File: src/rtl/vote_result_tabulator_pkg.sv
// rtl/vote_result_tabulator_pkg.sv - shared sizes and state type for the vote tabulator
package vote_pkg;
  localparam int NUM_CAND   = 4;
  localparam int CNT_W      = 8;
  localparam int CAND_IDX_W = $clog2(NUM_CAND);
  localparam int TOTAL_W    = CNT_W + $clog2(NUM_CAND);

  typedef enum logic [1:0] {
    IDLE    = 2'd0,
    SCAN    = 2'd1,
    DONE    = 2'd2,
    DISPLAY = 2'd3
  } tab_state_t;
endpackage

File: src/rtl/vote_result_tabulator_if.sv
// rtl/vote_result_tabulator_if.sv - control, vote input and result bundle of the tabulator
interface vote_result_tabulator_if;
  import vote_pkg::*;

  logic                         mode;
  logic                         start;
  logic [NUM_CAND*CNT_W-1:0]    cand_votes;
  logic                         busy;
  logic                         done;
  logic [CAND_IDX_W-1:0]        winner_idx;
  logic [CNT_W-1:0]             winner_votes;
  logic                         tie;
  logic                         no_votes;
  logic [TOTAL_W-1:0]           total_votes;
  logic [CAND_IDX_W-1:0]        disp_idx;
  logic [CNT_W-1:0]             disp_votes;

  modport master (
    output mode, start, cand_votes,
    input  busy, done, winner_idx, winner_votes, tie, no_votes, total_votes,
    input  disp_idx, disp_votes
  );

  modport slave (
    input  mode, start, cand_votes,
    output busy, done, winner_idx, winner_votes, tie, no_votes, total_votes,
    output disp_idx, disp_votes
  );
endinterface

File: src/rtl/vote_result_tabulator_rotator.sv
// rtl/vote_result_tabulator_rotator.sv - cycles the snapshot counts onto the display outputs
module result_display_rotator
  import vote_pkg::*;
#(
  parameter int DISP_HOLD = 10
) (
  input  logic                      clk,
  input  logic                      reset,
  input  logic                      show,
  input  logic                      restart,
  input  logic [NUM_CAND*CNT_W-1:0] snap,
  output logic [CAND_IDX_W-1:0]     disp_idx,
  output logic [CNT_W-1:0]          disp_votes
);
  localparam int HOLD_W = (DISP_HOLD > 1) ? $clog2(DISP_HOLD) : 1;
  localparam logic [HOLD_W-1:0]     HOLD_LAST = HOLD_W'(DISP_HOLD - 1);
  localparam logic [CAND_IDX_W-1:0] IDX_LAST  = CAND_IDX_W'(NUM_CAND - 1);

  logic [HOLD_W-1:0]     hold_q, hold_d;
  logic [CAND_IDX_W-1:0] idx_q, idx_d;
  logic [CNT_W-1:0]      votes_q, votes_d;

  always_comb begin
    hold_d  = hold_q;
    idx_d   = idx_q;
    votes_d = votes_q;
    if (!show) begin
      hold_d  = '0;
      idx_d   = '0;
      votes_d = '0;
    end else if (restart) begin
      // first display cycle always starts on candidate 0
      hold_d  = '0;
      idx_d   = '0;
      votes_d = snap[0 +: CNT_W];
    end else begin
      if (hold_q == HOLD_LAST) begin
        hold_d = '0;
        idx_d  = (idx_q == IDX_LAST) ? '0 : idx_q + 1'b1;
      end else begin
        hold_d = hold_q + 1'b1;
      end
      votes_d = snap[idx_d*CNT_W +: CNT_W];
    end
  end

  always_ff @(posedge clk) begin
    if (reset) begin
      hold_q  <= '0;
      idx_q   <= '0;
      votes_q <= '0;
    end else begin
      hold_q  <= hold_d;
      idx_q   <= idx_d;
      votes_q <= votes_d;
    end
  end

  assign disp_idx   = idx_q;
  assign disp_votes = votes_q;
endmodule

File: src/rtl/vote_result_tabulator.sv
// rtl/vote_result_tabulator.sv - snapshots candidate counts, scans for the winner, then rotates the display
module vote_result_tabulator
  import vote_pkg::*;
#(
  parameter int DISP_HOLD = 10
) (
  input  logic                    clk,
  input  logic                    reset,
  vote_result_tabulator_if.slave  bus
);
  localparam int VEC_W = NUM_CAND * CNT_W;
  localparam logic [CAND_IDX_W-1:0] PTR_LAST = CAND_IDX_W'(NUM_CAND - 1);

  tab_state_t            state_q, state_d;
  logic [VEC_W-1:0]      snap_q, snap_d;
  logic [CAND_IDX_W-1:0] ptr_q, ptr_d;
  logic [CAND_IDX_W-1:0] idx_q, idx_d;
  logic [CNT_W-1:0]      max_q, max_d;
  logic                  tie_acc_q, tie_acc_d;
  logic [TOTAL_W-1:0]    sum_q, sum_d;

  logic [CAND_IDX_W-1:0] win_idx_q, win_idx_d;
  logic [CNT_W-1:0]      win_votes_q, win_votes_d;
  logic                  tie_q, tie_d;
  logic                  no_votes_q, no_votes_d;
  logic [TOTAL_W-1:0]    total_q, total_d;
  logic                  done_q, done_d;

  logic                  capture;
  logic [CNT_W-1:0]      cur_votes;

  assign cur_votes = snap_q[ptr_q*CNT_W +: CNT_W];

  always_comb begin
    state_d     = state_q;
    snap_d      = snap_q;
    ptr_d       = ptr_q;
    idx_d       = idx_q;
    max_d       = max_q;
    tie_acc_d   = tie_acc_q;
    sum_d       = sum_q;
    win_idx_d   = win_idx_q;
    win_votes_d = win_votes_q;
    tie_d       = tie_q;
    no_votes_d  = no_votes_q;
    total_d     = total_q;
    done_d      = 1'b0;
    capture     = 1'b0;

    case (state_q)
      IDLE: capture = bus.start && bus.mode;
      SCAN: begin
        if (!bus.mode) begin
          state_d = IDLE;
        end else begin
          sum_d = sum_q + TOTAL_W'(cur_votes);
          // strict greater-than keeps the lowest index on equal counts
          if (cur_votes > max_q) begin
            max_d     = cur_votes;
            idx_d     = ptr_q;
            tie_acc_d = 1'b0;
          end else if ((cur_votes == max_q) && (max_q != '0)) begin
            tie_acc_d = 1'b1;
          end
          ptr_d = ptr_q + 1'b1;
          if (ptr_q == PTR_LAST) state_d = DONE;
        end
      end
      DONE: begin
        done_d     = 1'b1;
        total_d    = sum_q;
        no_votes_d = (sum_q == '0);
        if (sum_q == '0) begin
          win_idx_d   = '0;
          win_votes_d = '0;
          tie_d       = 1'b0;
        end else begin
          win_idx_d   = idx_q;
          win_votes_d = max_q;
          tie_d       = tie_acc_q;
        end
        state_d = DISPLAY;
      end
      DISPLAY: begin
        if (!bus.mode) state_d = IDLE;
        else           capture = bus.start;
      end
      default: state_d = IDLE;
    endcase

    if (capture) begin
      state_d   = SCAN;
      snap_d    = bus.cand_votes;
      ptr_d     = '0;
      idx_d     = '0;
      max_d     = '0;
      tie_acc_d = 1'b0;
      sum_d     = '0;
    end
  end

  always_ff @(posedge clk) begin
    if (reset) begin
      state_q     <= IDLE;
      snap_q      <= '0;
      ptr_q       <= '0;
      idx_q       <= '0;
      max_q       <= '0;
      tie_acc_q   <= 1'b0;
      sum_q       <= '0;
      win_idx_q   <= '0;
      win_votes_q <= '0;
      tie_q       <= 1'b0;
      no_votes_q  <= 1'b0;
      total_q     <= '0;
      done_q      <= 1'b0;
    end else begin
      state_q     <= state_d;
      snap_q      <= snap_d;
      ptr_q       <= ptr_d;
      idx_q       <= idx_d;
      max_q       <= max_d;
      tie_acc_q   <= tie_acc_d;
      sum_q       <= sum_d;
      win_idx_q   <= win_idx_d;
      win_votes_q <= win_votes_d;
      tie_q       <= tie_d;
      no_votes_q  <= no_votes_d;
      total_q     <= total_d;
      done_q      <= done_d;
    end
  end

  result_display_rotator #(
    .DISP_HOLD (DISP_HOLD)
  ) u_rotator (
    .clk        (clk),
    .reset      (reset),
    .show       (state_d == DISPLAY),
    .restart    (state_q != DISPLAY),
    .snap       (snap_q),
    .disp_idx   (bus.disp_idx),
    .disp_votes (bus.disp_votes)
  );

  assign bus.busy         = (state_q == SCAN);
  assign bus.done         = done_q;
  assign bus.winner_idx   = win_idx_q;
  assign bus.winner_votes = win_votes_q;
  assign bus.tie          = tie_q;
  assign bus.no_votes     = no_votes_q;
  assign bus.total_votes  = total_q;
endmodule

File: src/flat_wrapper.sv
// flat-port wrapper written by rule: the top's interface ports become plain ports
module vote_result_tabulator_flat import vote_pkg::*;
#(
  parameter int DISP_HOLD = 10
)
  (clk, reset, bus_mode, bus_start, bus_cand_votes, bus_busy, bus_done, bus_winner_idx, bus_winner_votes, bus_tie, bus_no_votes, bus_total_votes, bus_disp_idx, bus_disp_votes);
  vote_result_tabulator_if bus_i ();
  input  logic clk;
  input  logic reset;
  input wire logic [$bits(bus_i.mode)-1:0] bus_mode;
  input wire logic [$bits(bus_i.start)-1:0] bus_start;
  input wire logic [$bits(bus_i.cand_votes)-1:0] bus_cand_votes;
  output wire logic [$bits(bus_i.busy)-1:0] bus_busy;
  output wire logic [$bits(bus_i.done)-1:0] bus_done;
  output wire logic [$bits(bus_i.winner_idx)-1:0] bus_winner_idx;
  output wire logic [$bits(bus_i.winner_votes)-1:0] bus_winner_votes;
  output wire logic [$bits(bus_i.tie)-1:0] bus_tie;
  output wire logic [$bits(bus_i.no_votes)-1:0] bus_no_votes;
  output wire logic [$bits(bus_i.total_votes)-1:0] bus_total_votes;
  output wire logic [$bits(bus_i.disp_idx)-1:0] bus_disp_idx;
  output wire logic [$bits(bus_i.disp_votes)-1:0] bus_disp_votes;
  assign bus_i.mode = bus_mode;
  assign bus_i.start = bus_start;
  assign bus_i.cand_votes = bus_cand_votes;
  assign bus_busy = bus_i.busy;
  assign bus_done = bus_i.done;
  assign bus_winner_idx = bus_i.winner_idx;
  assign bus_winner_votes = bus_i.winner_votes;
  assign bus_tie = bus_i.tie;
  assign bus_no_votes = bus_i.no_votes;
  assign bus_total_votes = bus_i.total_votes;
  assign bus_disp_idx = bus_i.disp_idx;
  assign bus_disp_votes = bus_i.disp_votes;
  vote_result_tabulator #(.DISP_HOLD(DISP_HOLD)) u_core (.clk(clk), .reset(reset), .bus(bus_i));
endmodule
File: config.mk
export PLATFORM = sky130hd
export DESIGN_NAME = vote_result_tabulator_flat
export DESIGN_NICKNAME = d
export VERILOG_FILES = /design/src/rtl/vote_result_tabulator_pkg.sv /design/src/rtl/vote_result_tabulator_if.sv /design/src/rtl/vote_result_tabulator_rotator.sv /design/src/rtl/vote_result_tabulator.sv /design/src/flat_wrapper.sv
export SDC_FILE = /design/constraint.sdc
export NUM_CORES = 1
export LEC_CHECK = 0
export CORE_ASPECT_RATIO = 1.75
export CORE_UTILIZATION = 50
export DETAILED_ROUTE_END_ITERATION = 8
export DONT_BUFFER_PORTS = 1
export MAX_ROUTING_LAYER = met4
export PLACE_DENSITY = 0.7
export SLEW_MARGIN = 20
export SYNTH_ARGS = -nofsm -noshare
export SYNTH_HDL_FRONTEND = slang
export SYNTH_SLANG_ARGS = --single-unit
File: constraint.sdc
create_clock -name clk -period 3.6 [get_ports clk]
set_clock_uncertainty 0.2 [all_clocks]
set_input_delay 0.18 -clock clk [delete_from_list [all_inputs] [get_ports clk]]
set_output_delay 0.18 -clock clk [all_outputs]
set_load 0.005 [all_outputs]
==> key figures <==
Finish
  • Share of layout cells above drive strength 1: 0.0899
  • Layout area overhead: 18.1%
  • Number of diodes: 0
  • Final Util: 0.609
  • Post-route insts no fill: 662
  • Layout Nets: around 600

Clock tree
  • CTS root buffer: clkbuf_16
  • Worst skew pair latency: ~0.35 ns
  • CTS tree: done
  • Setup Buffers After CTS: 0
  • Inserted Clock Buffers: 9
  • CTS-repair resized insts: 0
  • Clk sinks: 94
  • CTS Buffer Depth: 2
  • Clock transition at path regs: 0.07 ns
  • H-tree Lvls: 3

Drt
  • Routed length per placed instance: 17.2 um
  • Via count: between 3000 and 4000
  • DR iter-0 viols: 229
  • Initial DRT Pass Iterations: 4
  • Via-per-instance ratio: between 5 and 6
  • Post-DRT Antenna Nets: 0
  • WL final: 11400 um
  • DRC: 0

Logic synthesis
  • Sequential fraction of the synthesis area: 0.418
  • Post-synth top flop: dfxtp_1
  • Synthesized area: 0.00450 mm^2
  • Post-synth EDFFs: 0
  • Synthesized net count: between 500 and 600
  • Cell count after synthesis: 506
  • Synth Warn #: 0
  • Mean Syn Cell Area: 8.89 um^2
  • Unique masters post-synth: 52
  • Number of synthesized register bits: between 90 and 100
  • Ys async rst share: 0

Placed design
  • Count of input and output buffers: 0
  • Cell count after placement: 602
  • DP HPWL: just under 8000 um
  • Routability cong.: slightly above 0.9

STA
  • Final Max Slew Viols: 0
  • Fin crit share: 0.844
  • Setup Total Neg Slack: 0 ns
  • Period minus WS final: 3.04 ns
  • Final hold vios: 0
  • Max-slew headroom: 0.309
  • Max Fclk: 329 MHz
  • RSZ-0062 raised after global routing: false
  • Endpoints failing setup: 0
  • Slew @ Worst Pin: 1.03 ns

Status
  • Outcome: finished clean

GRT
  • GRT Util Overall: 0.261
  • Initial antenna violation count: 0
  • Vias in the first global route: ~3700
  • Largest net degree at the start of global routing: 57
  • Overflow after GRT: 0
  • First-pass GRT wire length: between 15000 and 20000 um

Worst setup path
  • Crit path buf inv count: 1
  • Critical path peak fanout: 11
  • Crit path launch type: flop
  • Crit-path slowest cell: mux4_2
  • R2R Setup Slk: 0.56 ns
  • Critical Path, Cell by Cell: buf_4, mux4_2, ha_1, nand4_1, or2_2, a211oi_2, o21ai_0, a21oi_1
  • CP delay by family, top: compound AO/OA/AOI/OAI gates
  • CP max stage delay: 0.57 ns
  • Crit Path Class: reg -> reg
  • Crit path DAT: 3.12 ns
  • WP data required: ~3.7 ns
  • Crit. End Element: flop

Floorplan
  • Num ports: 70
  • Initial core utilization: 0.515
  • Core area: 0.00873 mm^2
  • Die Y: 127 um
  • Die span in x: 73.7 um
  • Die Area: 0.00939 mm^2
  • Row count: 45

Min path
  • Hold Path Class: in -> reg

Run
  • MaxCap Viol Count: 0

Power
  • Pwr per Cell Area: just over 400 mW/mm^2
  • Leakage: 1.99 nW
  • Peak supply drop: 0.000277 V
-- layer usage --
layer | vias up | share of wire | track usage
li1 | 1881 | - | -
met4 | 0 | 0.053 | 0.155
met5 | - | 0 | -
met3 | 29 | 0.032 | 0.0410
met2 | 109 | 0.53 | 0.445
met1 | 1832 | 0.39 | 0.276
-- tightest hold or removal path: cells and delay by family --
kind                   cells  cell delay (ns)
AOI/OAI and AO/OA          3             0.31
buffers and inverters      1             0.03
-- synth_stat cells, types with 4 or more instances --
cell type / n / area [um^2]
dfxtp_1: 94 / 1880
nand2_1: 77 / 289
a21oi_1: 60 / 300
nor2_1: 42 / 158
ha_1: 25 / 313
mux2i_1: 20 / 200
clkbuf_1: 19 / 71.3
inv_1: 17 / 63.8
o21ai_0: 17 / 85.1
nand3_1: 15 / 75.1
a22oi_1: 11 / 82.6
a211oi_2: 9 / 113
o22ai_1: 9 / 56.3
mux4_2: 8 / 180
buf_2: 6 / 30.0
nor2b_1: 6 / 37.5
a211o_1: 4 / 35.0
a211oi_1: 4 / 30.0
nor3_1: 4 / 20.0
nor4_1: 4 / 25.0
o21a_1: 4 / 30.0
or2_2: 4 / 25.0
-- layout by cell type (no fill, tap or decap), types with 15 or more instances in the layout --
cell and n:
dfxtp_1 94, nand2_1 77, a21oi_1 60, dlygate4sd3_1 43, nor2_1 41, ha_1 25, mux2i_1 20, inv_1 17
o21ai_0 16, nand3_1 15
-- cells by family (layout without fill, tap and decap cells) --
| family | count (synthesis) | count (layout) | synth area share |
|---|---|---|---|
| buf+inv | 45 | 84 | 0.0417 |
| simple gates | 171 | 171 | 0.171 |
| mux | 29 | 29 | 0.0896 |
| fa+ha+maj | 26 | 26 | 0.0740 |
| compound gates | 137 | 137 | 0.198 |
| flops | 94 | 94 | 0.418 |
| xor+xnor | 4 | 4 | 0.00779 |
-- repair_timing --
action                     CTS  global route
hold buffers                44             0
setup endpoints to repair    0             0
hold endpoints to repair    57             0
-- final timing paths --
check	from	endpoint	cells past startpoint
min	reset	u_core.sum_q[6]	4
max reg2reg	u_core.ptr_q[0]	u_core.max_q[0]	8
min reg2reg	u_core.snap_q[7]	u_core.snap_q[7]	2
max	u_core.ptr_q[0]	u_core.max_q[0]	8
-- final cells by class --
cell class,count,area [um^2]
Timing Repair Buffer,51,503
Inverter,17,63.8
Clock buffer,9,225
Sequential cell,94,1880
Fill cell,710,3410
Multi-Input combinational cell,367,2430
Clock inverter,7,62.6
Tap cell,117,146
-- power by group --
group / leakage [nW] / internal (mW) / total (mW) / switching (mW)
clock network: 0.139 / 0.484 / 0.922 / 0.438
logic: 1.09 / 0.0885 / 0.197 / 0.108
registers: 0.760 / 1.06 / 1.08 / 0.0218
total: 1.99 / 1.63 / 2.20 / 0.568
-- flip-flops by register name (all words and copies together), names as in the netlist, 2 cells and up --
signal / count
u_core.u_rotator.hold_q: 4
u_core.ptr_q: 2
u_core.state_q: 2
u_core.idx_q: 2
u_core.bus.winner_idx: 2
u_core.max_q: 8
u_core.bus.total_votes: 10
u_core.bus.winner_votes: 8
u_core.sum_q: 10
u_core.u_rotator.disp_votes: 8
u_core.snap_q: 32
u_core.u_rotator.disp_idx: 2
-- metrics by stage --
| stage | setup WS, ns | hold slack, ns | total power [mW] | instance area [um^2] |
|---|---|---|---|---|
| global placement | 0.636 | 0.0560 | 1.25 | 4570 |
| detailed placement | 0.573 | 0.0541 | 1.25 | 4570 |
| CTS | 0.551 | 0.0245 | 2.21 | 5310 |
| global route | 0.299 | 0.0587 | 2.27 | 5310 |
| finish | 0.562 | 0.0267 | 2.20 | 5310 |
| floorplan | 0.790 | 0.116 | 1.22 | 4500 |
Power figures use the tool's default switching activity.
